**src/rtl/spi_frame_receiver.sv**
```systemverilog
// SPI slave frame receiver: address, R/W bit, then write data in or read data out.
// Define SPI_FRAME_ERR_EN to add the frame_err output (pulses on a frame aborted by chip-select).
//
// state    | meaning
// ---------+-----------------------------------------------------------
// IDLE     | no frame; waits for cs_cond low (and for a high cs after reset)
// GET_ADDR | shifting ADDR_W address bits in on sclk_pos, MSB first
// GET_RW   | sampling the R/W bit on the next sclk_pos
// WRITE    | shifting DATA_W data bits in, then one-cycle mem_we
// RD_REQ   | one-cycle rd_req to the memory
// RD_LOAD  | capturing rd_data into the TX shift register
// READ     | driving TX MSB on miso, shifting on each sclk_neg
// DONE     | frame complete; SCLK ignored until cs_cond rises
module spi_frame_receiver #(
  parameter int ADDR_W = 7,
  parameter int DATA_W = 8
) (
  input  logic              clk,
  input  logic              rst_n,
  input  logic              cs_cond,
  input  logic              mosi_cond,
  input  logic              sclk_pos,
  input  logic              sclk_neg,
  input  logic [DATA_W-1:0] rd_data,
  output logic [ADDR_W-1:0] addr,
  output logic [DATA_W-1:0] wr_data,
  output logic              mem_we,
  output logic              rd_req,
  output logic              miso,
  output logic              miso_oe
`ifdef SPI_FRAME_ERR_EN
  ,
  output logic              frame_err
`endif
);

  localparam int MAX_W = (ADDR_W > DATA_W) ? ADDR_W : DATA_W;
  localparam int CNT_W = $clog2(MAX_W) + 1;

  typedef enum logic [2:0] {
    IDLE,
    GET_ADDR,
    GET_RW,
    WRITE,
    RD_REQ,
    RD_LOAD,
    READ,
    DONE
  } state_t;

  state_t           state, state_nx;
  logic [CNT_W-1:0] cnt;
  logic [DATA_W-1:0] tx;
  logic             armed;
  logic             pos_ev, neg_ev;
  logic             addr_shift, data_shift, tx_shift, cnt_inc;

  // A coincident falling-edge pulse is dropped in favour of the rising edge.
  assign pos_ev = sclk_pos;
  assign neg_ev = sclk_neg & ~sclk_pos;

  assign addr_shift = (state == GET_ADDR) && pos_ev && !cs_cond;
  assign data_shift = (state == WRITE) && pos_ev && !cs_cond && (cnt < CNT_W'(DATA_W));
  assign tx_shift   = (state == READ) && neg_ev && !cs_cond;
  assign cnt_inc    = addr_shift | data_shift | tx_shift;

  always_ff @(posedge clk or negedge rst_n) begin
    if (!rst_n) state <= IDLE;
    else        state <= state_nx;
  end

  always_comb begin
    state_nx = state;
    mem_we   = 1'b0;
    rd_req   = 1'b0;
    if (state != IDLE && cs_cond) begin
      state_nx = IDLE;
    end else begin
      case (state)
        IDLE:     if (!cs_cond && armed) state_nx = GET_ADDR;
        GET_ADDR: if (pos_ev && cnt == CNT_W'(ADDR_W - 1)) state_nx = GET_RW;
        GET_RW:   if (pos_ev) state_nx = mosi_cond ? RD_REQ : WRITE;
        WRITE: begin
          if (cnt == CNT_W'(DATA_W)) begin
            mem_we   = 1'b1;
            state_nx = DONE;
          end
        end
        RD_REQ: begin
          rd_req   = 1'b1;
          state_nx = RD_LOAD;
        end
        RD_LOAD:  state_nx = READ;
        READ:     if (neg_ev && cnt == CNT_W'(DATA_W - 1)) state_nx = DONE;
        DONE:     state_nx = DONE;
      endcase
    end
  end

  // armed blocks a frame that was already in progress when reset released.
  always_ff @(posedge clk or negedge rst_n) begin
    if (!rst_n) begin
      cnt     <= '0;
      addr    <= '0;
      wr_data <= '0;
      tx      <= '0;
      armed   <= 1'b0;
    end else begin
      if (cs_cond) armed <= 1'b1;
      if (state_nx != state) cnt <= '0;
      else if (cnt_inc)      cnt <= cnt + 1'b1;
      if (addr_shift) addr <= {addr[ADDR_W-2:0], mosi_cond};
      if (data_shift) wr_data <= {wr_data[DATA_W-2:0], mosi_cond};
      if (state == RD_LOAD) tx <= rd_data;
      else if (tx_shift)    tx <= {tx[DATA_W-2:0], 1'b0};
    end
  end

  assign miso    = (state == READ) ? tx[DATA_W-1] : 1'b0;
  assign miso_oe = (state == READ);

`ifdef SPI_FRAME_ERR_EN
  assign frame_err = cs_cond && (state != IDLE) && (state != DONE);
`endif

endmodule

```
**config.mk**
```make
export PLATFORM = sky130hd
export DESIGN_NAME = spi_frame_receiver
export DESIGN_NICKNAME = d
export VERILOG_FILES = /design/src/rtl/spi_frame_receiver.sv
export SDC_FILE = /design/constraint.sdc
export NUM_CORES = 1
export LEC_CHECK = 0
export ABC_AREA = 1
export BUFFER_PORTS_ARGS = -buffer_cell sky130_fd_sc_hd__buf_2
export CAP_MARGIN = 25
export CORE_MARGIN = 2
export CORE_UTILIZATION = 46
export DETAILED_ROUTE_END_ITERATION = 7
export PLACE_DENSITY = 0.69
export SYNTH_ARGS = -nofsm -noshare
export SYNTH_HDL_FRONTEND = slang
export SYNTH_SLANG_ARGS = --single-unit
```
**constraint.sdc**
```tcl
create_clock -name clk -period 3.6 [get_ports clk]
set_clock_uncertainty 0.1 [all_clocks]
set_input_delay 0.72 -clock clk [delete_from_list [all_inputs] [get_ports clk]]
set_output_delay 0.72 -clock clk [all_outputs]
set_load 0.005 [all_outputs]
```
# --- After elaboration in Yosys (flattened, before gate mapping) ---
# Cells that the tools add are included.
word_totals:
  ff_bits: 31
  input_bits: 14
  out_inout_bits: 19
classes:
  n_addsub: 1
  magnitude_cmp: 1
  n_eq_ne: 11
  mux: 18
  n_bitwise: 4
  reduce_logical: 16
op_table:
  columns: ["operator", "count"]
  rows:
  - ["$pmux W3 S8", 1]
  - ["$mux W3", 7]
  - ["$mux W8", 2]
  - ["$eq A3 B3 Y1 const B", 4]
  - ["$logic_and A1 B1 Y1", 11]
  - ["$eq A4 B3 Y1 const B", 2]
  - ["$mux W4", 2]
  - ["$eq A3 B2 Y1 const B", 2]
  - ["$mux W1", 6]
  - ["$add A4 B1 Y4 const B", 1]
  - ["$eq A4 B4 Y1 const B", 1]
  - ["$lt A4 B4 Y1 const B", 1]
  - ["$reduce_bool A2 Y1", 2]
  - ["$eq A3 B1 Y1 const B", 1]
  - ["$logic_not A3 Y1", 1]
  - ["$ne A3 B3 Y1", 1]
  - ["$reduce_bool A3 Y1", 1]
  - ["$or A1 B1 Y1", 2]
  - ["$and A1 B1 Y1", 1]
  - ["$logic_not A1 Y1", 1]
  - ["$not A1 Y1", 1]

# --- Depth between registers and ports, before layout ---
# Gate-level depths: netlist (run 1).
depth:
  word_depth: 8
  depth_mapped: 13
  depth_no_buf: 13

# --- Least setup slack after synthesis (run 1) ---
# OpenSTA, ideal clock, no wires.
synth_path:
  kind: "input-to-output"
  startpoint: "in cs_cond"
  endpoint: "out rd_req"
  arrival_ns: 1.107
  required_time_ns: 2.780
  setup_slack_ns: 1.673
  path_stages: 3
  path_cell_list: "inv_1 nand2_1 nor2_1"
synth_between:
  elab_chain_cells: 2
synth_rtl:
  columns: ["item", "line", "source"]
  rows:
  - ["start, declared", "20", "input logic cs_cond,"]
  - ["$logic_and A1 B1 Y1", "76", "if (state != IDLE && cs_cond) begin"]
  - ["$mux W1", "76", null]
  - ["end, declared", "28", "output logic rd_req,"]
# Every way passes these cells.

# --- Worst setup path in the final report (run 1) ---
layout_path:
  startpoint: "reg cnt[0]"
  endpoint: "out mem_we"
layout_between:
  elab_chain_cells: 4
layout_rtl:
  columns: ["item", "line", "source"]
  rows:
  - ["start, declared", "52", "logic [CNT_W-1:0] cnt;"]
  - ["start signal, assigned", "111", "else if (cnt_inc) cnt <= cnt + 1'b1;"]
  - ["$eq A4 B4 Y1", "84", "if (cnt == CNT_W'(DATA_W)) begin"]
  - ["$mux W1", "84", null]
  - ["$mux W1", "79", "case (state)"]
  - ["$mux W1", "76", null]
  - ["end, declared", "27", "output logic mem_we,"]
# Every way passes these cells.

==> impl_metrics.tcl, run 1 <==
set metrics [dict create \
    status "finished, final reports clean" \
    synthTopCellsByArea "sky130_fd_sc_hd__dfrtp_1 (50%), sky130_fd_sc_hd__nand2_1 (14%), sky130_fd_sc_hd__nand3_1 (6.1%)" \
    source_to_sink_clock_delay_at_the_later_pin_of_the_worst_skew_pair_ps 330 \
    power.total_w 0.0009014 \
    cts_setup_buffers 0 \
    initial_utilization 0.4750 \
    report.final.hold_viol_count 0 \
    cp.arrival_ps 1520 \
    final_weighted_congestion_in_routability_driven_placement 0.8646 \
    mostFrequentLayoutCell "sky130_fd_sc_hd__nand2_1" \
    antenna_cells_inserted 0 \
    timing.final.crit_share 0.6513 \
    fin_setup_tns_ps 0 \
    tritoncts "yes" \
    ant_nets 0 \
    sequential_cell_area_fraction_in_the_yosys_report 0.4972 \
    syn_nets 214 \
    fin_ws_ps 1255 \
    rrSetupSlack_ps 1790 \
    max_freq_mhz 426.5 \
    drt-wirelength-per-cell_um 10.81 \
    cts.clk_slew.worst_paths_ps 100 \
    final-max-slew-violation-count 0 \
    place_hpwl_um 2241 \
    grt_first_pass_wirelength_um 5230 \
    max-cap-violations 0 \
    worst_path_max_delay_cell "sky130_fd_sc_hd__dfrtp_1" \
    r2r-start "state[1]" \
    max-vdd-ir-drop_uv 164.5 \
    rsz0062_at_grt "no" \
    cts_max_path_buffers 2 \
    route.detailed.drc 0 \
    routed_wl_um 3038 \
    synth.ff_latch_count 31 \
    die_y_um 62.24 \
    worstPathRequired_ps 2780 \
    yosysWarnings 0 \
    place_ws_ps 1418 \
    pwr_density_cell_nw_per_um2 485.8 \
    num-nets-final 251 \
    netlist_instances 197 \
    fp-row-count 21 \
    cts_buffer_count 5 \
    ff2ff_path_depth 8 \
    io_buffer_count 32 \
    final_cell_mix "sky130_fd_sc_hd__nand2_1 (58), sky130_fd_sc_hd__buf_2 (32), sky130_fd_sc_hd__dfrtp_1 (31)" \
    leakage_power_of_the_design_nw 1.026 \
    count_of_clock_tree_sinks 31 \
    sort_of_element_at_the_end_of_the_critical_path "primary output" \
    hold_path_class "in -> async" \
    floorplan_die_area_um2 3874 \
    setup_viol 0 \
    number_of_antenna_violations_at_the_first_check_in_global_routing 0 \
    synth.top_cell.area_share 0.4972 \
    synth_top_cell_by_area "sky130_fd_sc_hd__dfrtp_1" \
    maximum_number_of_pins_on_one_net_before_global_route_repair 32 \
    synthesis.area_um2 1560 \
    max_slew_headroom 0.5533 \
    detailedRoute.firstIterationViolations 52 \
    setup.worst_path.start_class "flop" \
    vias_per_cell 4.858 \
    critical_path.most_common_cell "sky130_fd_sc_hd__nand2_1" \
    max_fo_critical_path 4 \
    root_buffer "sky130_fd_sc_hd__clkbuf_4" \
    post_route_cells_drive_above_1_share 0.2128 \
    crit_chain "inv_1, ha_1, nand2_1, nor2_1, nand2_1, a21oi_1, buf_2" \
    number_of_global_route_vias_before_repair 1218 \
    flow.area_growth_from_synthesis_pct 18.93 \
    worst-slew-pin-transition_ps 670.1 \
    r2r_end "cnt[2]" \
    ctsHtreeMaxLevel 2 \
    core_area_um2 3284 \
    synthesis.area_per_instance_um2 7.920 \
    global_route.usage.total 0.1714 \
    cts_hold_repair.buffers 0 \
    globalRouteOverflowTotal 0 \
    floorplan.io_pins 33 \
    critical_path.max_stage_delay_ps 390 \
    critical_path_class "reg -> out" \
    post-route-util 0.5650 \
    yosysUniqueCellTypes 22 \
    fp.dieW_um 62.24 \
    drt-pass1-iter-count 4 \
    ctsResizeCount 0 \
    route.vias.total 1365 \
    final.min_clock_period_ps 2345 \
]
[synthesized netlist by cell type]
cell,n
sky130_fd_sc_hd__nand2_1,58
sky130_fd_sc_hd__inv_2,3
sky130_fd_sc_hd__a21boi_0,1
sky130_fd_sc_hd__a21oi_1,9
sky130_fd_sc_hd__nand4_1,1
sky130_fd_sc_hd__o311ai_0,1
sky130_fd_sc_hd__nor2_1,19
sky130_fd_sc_hd__mux2_2,1
sky130_fd_sc_hd__nor2_2,1
sky130_fd_sc_hd__inv_1,25
sky130_fd_sc_hd__ha_1,3
sky130_fd_sc_hd__clkbuf_1,1
sky130_fd_sc_hd__buf_2,1
sky130_fd_sc_hd__nand3_1,19
sky130_fd_sc_hd__nor3_1,2
sky130_fd_sc_hd__nand3_4,1
sky130_fd_sc_hd__o211ai_1,1
sky130_fd_sc_hd__nor2_4,2
sky130_fd_sc_hd__o21ai_0,12
sky130_fd_sc_hd__nand3_2,2
sky130_fd_sc_hd__xor2_1,3
sky130_fd_sc_hd__dfrtp_1,31
[through the flow]
stage	hold slack (ps)	area [um^2]	std cells
floorplan	324.4	1560	197
global placement	356.3	1769	273
detailed placement	368.8	1769	273
CTS	328.9	1856	281
global route	350.9	1856	281
finish	310.6	1856	281
[area by class of cell]
cell class,count,area (um^2)
well taps,46,57.56
inverters,28,105.1
clock buffers,6,51.30
fillers,316,1429
flip-flops and latches,31,775.7
clock inverters,2,35.03
repair buffers,32,160.2
multi-input cells,136,670.6
[worst max-delay path: cells and delay by family, from the launching register on]
family	cells	cell delay, ps
flops	1	390
simple gates	3	270
buf+inv	2	250
fa+ha+maj	1	160
compound gates	1	120
[sequential cells by signal, indices dropped and copies added (netlist names)]
name and count:
addr 7, armed 1, cnt 4, state 3, tx 8, wr_data 8
[report_power, final]
part	total, W	internal [W]	switching (W)	leakage, nW
logic	0.000164	0.0000740	0.0000898	0.584
clock network	0.000286	0.000164	0.000122	0.0482
registers	0.000451	0.000415	0.0000364	0.394
total	0.000901	0.000653	0.000248	1.03
[routing by layer]
layer	vias to the layer above	global-route usage	part of all wire
li1	694	-	-
met1	628	0.2172	0.46
met2	39	0.2609	0.45
met3	4	0.06341	0.073
met4	0	0.08056	0.011
met5	-	0	0
[how the worst max path moves through the flow]
stage / from / endpoint / slack (ps) / cells past startpoint
after global routing: cnt[0] / mem_we / 1120 / 7
after floorplan: cs_cond / rd_req / 1670 / 3
after CTS: cnt[0] / mem_we / 1250 / 7
after detailed placement: cs_cond / rd_req / 1420 / 5
after global placement: cs_cond / rd_req / 1430 / 5
final: cnt[0] / mem_we / 1260 / 7
[cell families after synthesis]
logic type                 share of synthesized area
and+or+nand+nor                               0.2991
DFF                                           0.4972
buffers and inverters                        0.07297
AOI/OAI and AO/OA                            0.08260
xor gates and xnor gates                     0.01684
adders and majority gates                    0.02406
muxes                                       0.007217
(Power assumes the default switching activity.)
==> run 2: changes to the inputs <==
--- a/config.mk
+++ b/config.mk
@@ -11,7 +11,7 @@
 export CORE_MARGIN = 2
 export CORE_UTILIZATION = 46
 export DETAILED_ROUTE_END_ITERATION = 7
-export PLACE_DENSITY = 0.69
+export PLACE_DENSITY = 0.72
 export SYNTH_ARGS = -nofsm -noshare
 export SYNTH_HDL_FRONTEND = slang
 export SYNTH_SLANG_ARGS = --single-unit
==> constraint.sdc (replaced) <==
create_clock -name clk -period 2 [get_ports clk]
set_clock_uncertainty 0.1 [all_clocks]
set_input_delay 0.4 -clock clk [delete_from_list [all_inputs] [get_ports clk]]
set_output_delay 0.4 -clock clk [all_outputs]
set_load 0.005 [all_outputs]
==> run 2 against run 1 <==
Net effect: setup slack got worse by 1200 ps; flip-flop and latch count did not move; wire length rose by 3.6%; critical endpoint unchanged; non-clock buffer count rose by 4; largest cell class unchanged; highest routed layer unchanged; total power rose by 66%; via count rose by 1.7%; clock-buffer cell count did not move; critical path depth did not move; combinational power rose by 87%.
==> impl_metrics.tcl, run 2 (same netlist as run 1, synthesis figures left out) <==
set metrics [dict create \
    comb_power_share 0.206 \
    seq_power_share 0.547 \
    place_ws_ps 271.2 \
    num-nets-final 255 \
    globalRoute.busiestLayer "met2" \
    place_inst 274 \
    vias_per_cell 4.887 \
    setup_viol 0 \
    multi_input_comb_area_um2 696.9 \
    floorplan_die_area_um2 3874 \
    max_freq_mhz 517.7 \
    p_int_w 0.001050 \
    initial_utilization 0.4750 \
    drt-pass1-iter-count 4 \
    critical_path_class "reg -> out" \
    fp-row-count 21 \
    fin_ws_ps 68.30 \
    source_to_sink_clock_delay_at_the_later_pin_of_the_worst_skew_pair_ps 330 \
    number_of_global_route_vias_before_repair 1272 \
    gr-usage-met2 0.3003 \
    cts_max_path_buffers 2 \
    max-vdd-ir-drop_uv 272.6 \
    ctsHtreeMaxLevel 2 \
    setup.worst_path.start_class "flop" \
    number_of_antenna_violations_at_the_first_check_in_global_routing 0 \
    cts.clk_slew.worst_paths_ps 100 \
    cp.arrival_ps 1430 \
    finish.instance_area_um2 1884 \
    routed_wl_um 3147 \
    place_hpwl_um 2400 \
    flow.area_growth_from_synthesis_pct 20.77 \
    drt-wirelength-per-cell_um 11.08 \
    max_slew_headroom 0.5415 \
    sort_of_element_at_the_end_of_the_critical_path "primary output" \
    die_y_um 62.24 \
    post_layout_instance_count_excluding_filler_cells 284 \
    share_clk_of_total_power 0.247 \
    grt_util_met1 0.2106 \
    worstPathRequired_ps 1500 \
    final_weighted_congestion_in_routability_driven_placement 0.8594 \
    cts_buffer_count 5 \
    max-cap-violations 0 \
    mostFrequentLayoutCell "sky130_fd_sc_hd__nand2_1" \
    global_route.usage.total 0.1778 \
    final.min_clock_period_ps 1932 \
    worst-slew-pin-transition_ps 687.8 \
    antenna_cells_inserted 0 \
    nFillCells 320 \
    hold_path_class "in -> async" \
    globalRouteOverflowTotal 0 \
    report.final.hold_viol_count 0 \
    post-route-util 0.5737 \
    fin_setup_tns_ps 0 \
    status "finished, final reports clean" \
    top_regs "tx: 8 flops, wr_data: 8 flops, addr: 7 flops" \
    max_fo_critical_path 3 \
    pwr_density_cell_nw_per_um2 793.5 \
    route.detailed.drc 0 \
    leakage_power_of_the_design_nw 1.033 \
    io_buffer_count 32 \
    grt_first_pass_wirelength_um 5416 \
    netSwitchingPower_w 0.0004453 \
    detailedRoute.firstIterationViolations 101 \
    timing.final.crit_share 0.9658 \
    fp.dieW_um 62.24 \
    ant_nets 0 \
    tritoncts "yes" \
    root_buffer "sky130_fd_sc_hd__clkbuf_4" \
    final-max-slew-violation-count 0 \
    sequential_cell_area_um2 775.7 \
    final_cell_mix "sky130_fd_sc_hd__nand2_1 (56), sky130_fd_sc_hd__buf_2 (32), sky130_fd_sc_hd__dfrtp_1 (31)" \
    route.vias.total 1388 \
    grt_use_met3 0.05435 \
    core_area_um2 3284 \
    place_area_um2 1777 \
    floorplan.io_pins 33 \
    post_route_cells_drive_above_1_share 0.2563 \
    net_sw_frac 0.2978 \
    maximum_number_of_pins_on_one_net_before_global_route_repair 32 \
    count_of_clock_tree_sinks 31 \
]
[run 2: cell types whose count changed in the layout (fill, tap and decap cells not counted), sizes merged]
cell    before  now
buf         32   36
bufinv       1    0
[run 2: worst max-delay path, cell delays in order, from the launching register on]
cell and delay [ps]:
sky130_fd_sc_hd__dfrtp_1 420, sky130_fd_sc_hd__inv_2 100, sky130_fd_sc_hd__ha_4 130, sky130_fd_sc_hd__nand2_2 50, sky130_fd_sc_hd__nor2_2 130, sky130_fd_sc_hd__nand2_2 70, sky130_fd_sc_hd__a21oi_2 100, sky130_fd_sc_hd__buf_2 120
[run 2: power by group through the flow]
| stage | registers, W | clock network [W] | logic (W) |
|---|---|---|---|
| after floorplan | 0.000833 | 0 | 0.000142 |
| after global placement | 0.000825 | 0 | 0.000294 |
| after detailed placement | 0.000832 | 0 | 0.000306 |
| after CTS | 0.000820 | 0.000384 | 0.000307 |
| after global routing | 0.000834 | 0.000421 | 0.000357 |
| final | 0.000818 | 0.000370 | 0.000307 |
[run 2: layer usage]
layer | vias to the layer above | share of wire | wire length, um
met3 | 6 | 0.063 | 198
met2 | 41 | 0.48 | 1508
met5 | - | 0 | 0
met4 | 0 | 0.017 | 53
met1 | 634 | 0.44 | 1387
li1 | 707 | - | -
[run 2: area by class of cell]
type | count | area share
clock inverters | 1 | 0.002656
well taps | 46 | 0.03054
multi-input cells | 136 | 0.3699
flip-flops and latches | 31 | 0.4117
repair buffers | 36 | 0.1009
inverters | 28 | 0.05710
clock buffers | 6 | 0.02722
[run 2: stage by stage]
stage | total power, W | hold slack [ps]
floorplan | 0.0009751 | 4.409
global placement | 0.001119 | 354.6
detailed placement | 0.001138 | 358.8
CTS | 0.001511 | 15.82
global route | 0.001613 | 27.43
finish | 0.001495 | 4.189
[run 2: path summary, 6_finish.rpt]
check | from | end | slack, ps | depth (start not counted)
setup reg to reg | cnt[0] | cnt[2] | 250 | 11
max in group asynchronous | rst_n | addr[4] | 1350 | 1
hold reg to reg | armed | armed | 380 | 2
setup / recovery | cnt[1] | mem_we | 70 | 7
min in group clk | rd_data[3] | tx[3] | 190 | 3
hold / removal | rst_n | wr_data[4] | 4 | 1
[run 2: what timing repair did]
action / 4_1_cts / 5_1_grt
gates resized for setup: 1 / 9
setup endpoints to repair: 1 / 1
setup buffers: 0 / 3
hold buffers: 0 / 0
pin swaps: 0 / 2
==> run 3: changes to the inputs <==
--- a/config.mk
+++ b/config.mk
@@ -5,13 +5,12 @@
 export SDC_FILE = /design/constraint.sdc
 export NUM_CORES = 1
 export LEC_CHECK = 0
-export ABC_AREA = 1
 export BUFFER_PORTS_ARGS = -buffer_cell sky130_fd_sc_hd__buf_2
 export CAP_MARGIN = 25
-export CORE_MARGIN = 2
+export CORE_MARGIN = 10
 export CORE_UTILIZATION = 46
 export DETAILED_ROUTE_END_ITERATION = 7
-export PLACE_DENSITY = 0.72
+export PLACE_DENSITY = 0.69
 export SYNTH_ARGS = -nofsm -noshare
 export SYNTH_HDL_FRONTEND = slang
 export SYNTH_SLANG_ARGS = --single-unit
==> constraint.sdc (replaced) <==
create_clock -name clk -period 2.24 [get_ports clk]
set_clock_uncertainty 0.1 [all_clocks]
set_input_delay 0.448 -clock clk [delete_from_list [all_inputs] [get_ports clk]]
set_output_delay 0.448 -clock clk [all_outputs]
set_load 0.005 [all_outputs]
==> run 3 against run 2 <==
Net effect: final cell count down 21%; sequential share of layout area up 2.2 points; wire length up 2.9%; utilization down 2.9 points; flip-flop and latch count unchanged.
==> impl_metrics.tcl, run 3 <==
set metrics [dict create \
    grt_first_pass_wirelength_um 5513 \
    max_fo_critical_path 12 \
    setup.worst_path.start_class "flop" \
    cts_hold_repair.buffers 0 \
    synth.ff_latch_count 31 \
    cts_buffer_count 5 \
    comb_power_share 0.161 \
    core_area_um2 3284 \
    fin_setup_tns_ps 0 \
    setup_viol 0 \
    status "finished, final reports clean" \
    number_of_antenna_violations_at_the_first_check_in_global_routing 0 \
    ant_nets 0 \
    yosysUniqueCellTypes 42 \
    floorplan_die_area_um2 6096 \
    sequential_cell_area_fraction_in_the_yosys_report 0.5000 \
    synthesis.area_um2 1551 \
    postSynth.asyncResetShare 1.000 \
    nFillCells 311 \
    post-route-util 0.5448 \
    critical_path.top_delay_family "flip-flops" \
    netlist_instances 143 \
    num-nets-final 193 \
    max_slew_headroom 0.5520 \
    synth.top_cells.by_count "sky130_fd_sc_hd__dfrtp_1 (31), sky130_fd_sc_hd__nand2_1 (16), sky130_fd_sc_hd__mux2_2 (15), sky130_fd_sc_hd__nor2_1 (14), sky130_fd_sc_hd__a31oi_1 (8)" \
    crit_chain "nor2b_1, and3_1, buf_2" \
    post_route_cells_drive_above_1_share 0.3503 \
    top_regs "tx: 8 flops, wr_data: 8 flops, addr: 7 flops" \
    route.vias.total 1165 \
    seq_power_share 0.584 \
    pwr_density_cell_nw_per_um2 649.4 \
    yosysWarnings 0 \
    die_y_um 78.08 \
    share_clk_of_total_power 0.255 \
    ctsHtreeMaxLevel 2 \
    synth-edff-count 0 \
    synthesis.area_per_instance_um2 10.85 \
    max_freq_mhz 482.0 \
    power.total_w 0.001162 \
    cts.clk_slew.worst_paths_ps 100 \
    detailedRoute.firstIterationViolations 87 \
    final_cell_mix "sky130_fd_sc_hd__buf_2 (32), sky130_fd_sc_hd__dfrtp_1 (31), sky130_fd_sc_hd__nand2_1 (16)" \
    syn_nets 160 \
    worstPathRequired_ps 1690 \
    drt-pass1-iter-count 4 \
    count_of_clock_tree_sinks 31 \
    root_buffer "sky130_fd_sc_hd__clkbuf_4" \
    ctsResizeCount 0 \
    max-cap-violations 0 \
    cts_max_path_buffers 2 \
    cts_setup_buffers 0 \
    synth.most_common_cell "sky130_fd_sc_hd__dfrtp_1" \
    max-vdd-ir-drop_uv 435.2 \
    global_route.usage.total 0.1093 \
    leakage_power_of_the_design_nw 0.8932 \
    netSwitchingPower_w 0.0003058 \
    antenna_cells_inserted 0 \
    fin_ws_ps 165.2 \
    tritoncts "yes" \
    net_sw_frac 0.2632 \
    final.min_clock_period_ps 2075 \
    drt-wirelength-per-cell_um 14.52 \
    timing.final.crit_share 0.9263 \
    final_weighted_congestion_in_routability_driven_placement 0.9492 \
    floorplan.io_pins 33 \
    fp.dieW_um 78.08 \
    final-max-slew-violation-count 0 \
    flow.area_growth_from_synthesis_pct 15.32 \
    io_buffer_count 32 \
    critical_path_class "reg -> out" \
    mostFrequentLayoutCell "sky130_fd_sc_hd__buf_2" \
    source_to_sink_clock_delay_at_the_later_pin_of_the_worst_skew_pair_ps 320 \
    routed_wl_um 3239 \
    critical_path.max_stage_delay_ps 590 \
    sort_of_element_at_the_end_of_the_critical_path "primary output" \
    rsz0062_at_grt "no" \
    place_ws_ps 319.6 \
    number_of_global_route_vias_before_repair 1196 \
    hold_path_class "in -> async" \
    cp.arrival_ps 1530 \
    initial_utilization 0.4724 \
    worst_path_max_delay_cell "sky130_fd_sc_hd__dfrtp_1" \
    place_hpwl_um 2379 \
    worst-path-buf-inv 1 \
    synth_top_cell_by_area "sky130_fd_sc_hd__dfrtp_1" \
    globalRouteOverflowTotal 0 \
    fp-row-count 21 \
    synth.top_cell.area_share 0.5000 \
    vias_per_cell 5.224 \
    report.final.hold_viol_count 0 \
    route.detailed.drc 0 \
    synthTopCellsByArea "sky130_fd_sc_hd__dfrtp_1 (50%), sky130_fd_sc_hd__mux2_2 (11%), sky130_fd_sc_hd__nand2_1 (3.9%)" \
    maximum_number_of_pins_on_one_net_before_global_route_repair 32 \
    p_int_w 0.0008561 \
    worst-slew-pin-transition_ps 671.9 \
    postSynth.topFlopCell "sky130_fd_sc_hd__dfrtp_1" \
]
-- run 3: power by group through the flow --
stage	Clock, W	Combinational [W]	Sequential, W
final	0.000297	0.000187	0.000678
after floorplan	0	0.0000961	0.000685
after detailed placement	0	0.000191	0.000689
after global routing	0.000339	0.000212	0.000690
after CTS	0.000316	0.000192	0.000679
after global placement	0	0.000187	0.000685
-- run 3: layer usage --
| layer | part of all wire | global-route usage |
|---|---|---|
| met5 | 0 | 0 |
| met4 | 0.0043 | 0.03226 |
| met3 | 0.057 | 0.04442 |
| met2 | 0.48 | 0.1809 |
| met1 | 0.46 | 0.1271 |
-- run 3: cell type report --
class / instances / area [um^2] / area share
inverter: 5 / 18.77 / 0.01049
tap: 46 / 57.56 / 0.03217
clock inverter: 1 / 5.005 / 0.002797
multi-input combinational: 100 / 719.4 / 0.4021
clock buffer: 7 / 45.04 / 0.02517
timing repair buffer: 33 / 167.7 / 0.09371
sequential: 31 / 775.7 / 0.4336
-- run 3: final timing paths --
check	endpoint	cells past startpoint	start	slack, ps
max reg2reg	tx[1]	4	state[2]	280
max	miso	3	state[1]	170
min	cnt[3]	1	rst_n	60
max in group asynchronous	wr_data[4]	1	rst_n	1550
min reg2reg	armed	1	armed	390
min in group clk	tx[0]	3	rd_data[0]	260
-- run 3: logic make-up after synthesis --
group / count (synthesis) / share of synthesized area
flops: 31 / 0.5000
xor+xnor: 2 / 0.01129
simple gates: 56 / 0.2008
compound gates: 23 / 0.1121
mux: 16 / 0.1153
fa+ha+maj: 3 / 0.02420
buf+inv: 12 / 0.03629
-- run 3: worst register-to-register path, stage by stage (launching register included) --
cell	delay, ps
sky130_fd_sc_hd__dfrtp_1	660
sky130_fd_sc_hd__nand3b_1	260
sky130_fd_sc_hd__or3_1	560
sky130_fd_sc_hd__nand2_1	130
sky130_fd_sc_hd__a31oi_1	90
-- run 3: stage by stage --
| step | hold WS [ps] | cell area (um^2) | std cells |
|---|---|---|---|
| after floorplan | 52.41 | 1551 | 143 |
| after global placement | 369.3 | 1739 | 215 |
| after detailed placement | 373.9 | 1739 | 215 |
| after CTS | 69.94 | 1789 | 223 |
| after global routing | 92.90 | 1789 | 223 |
| final | 61.39 | 1789 | 223 |
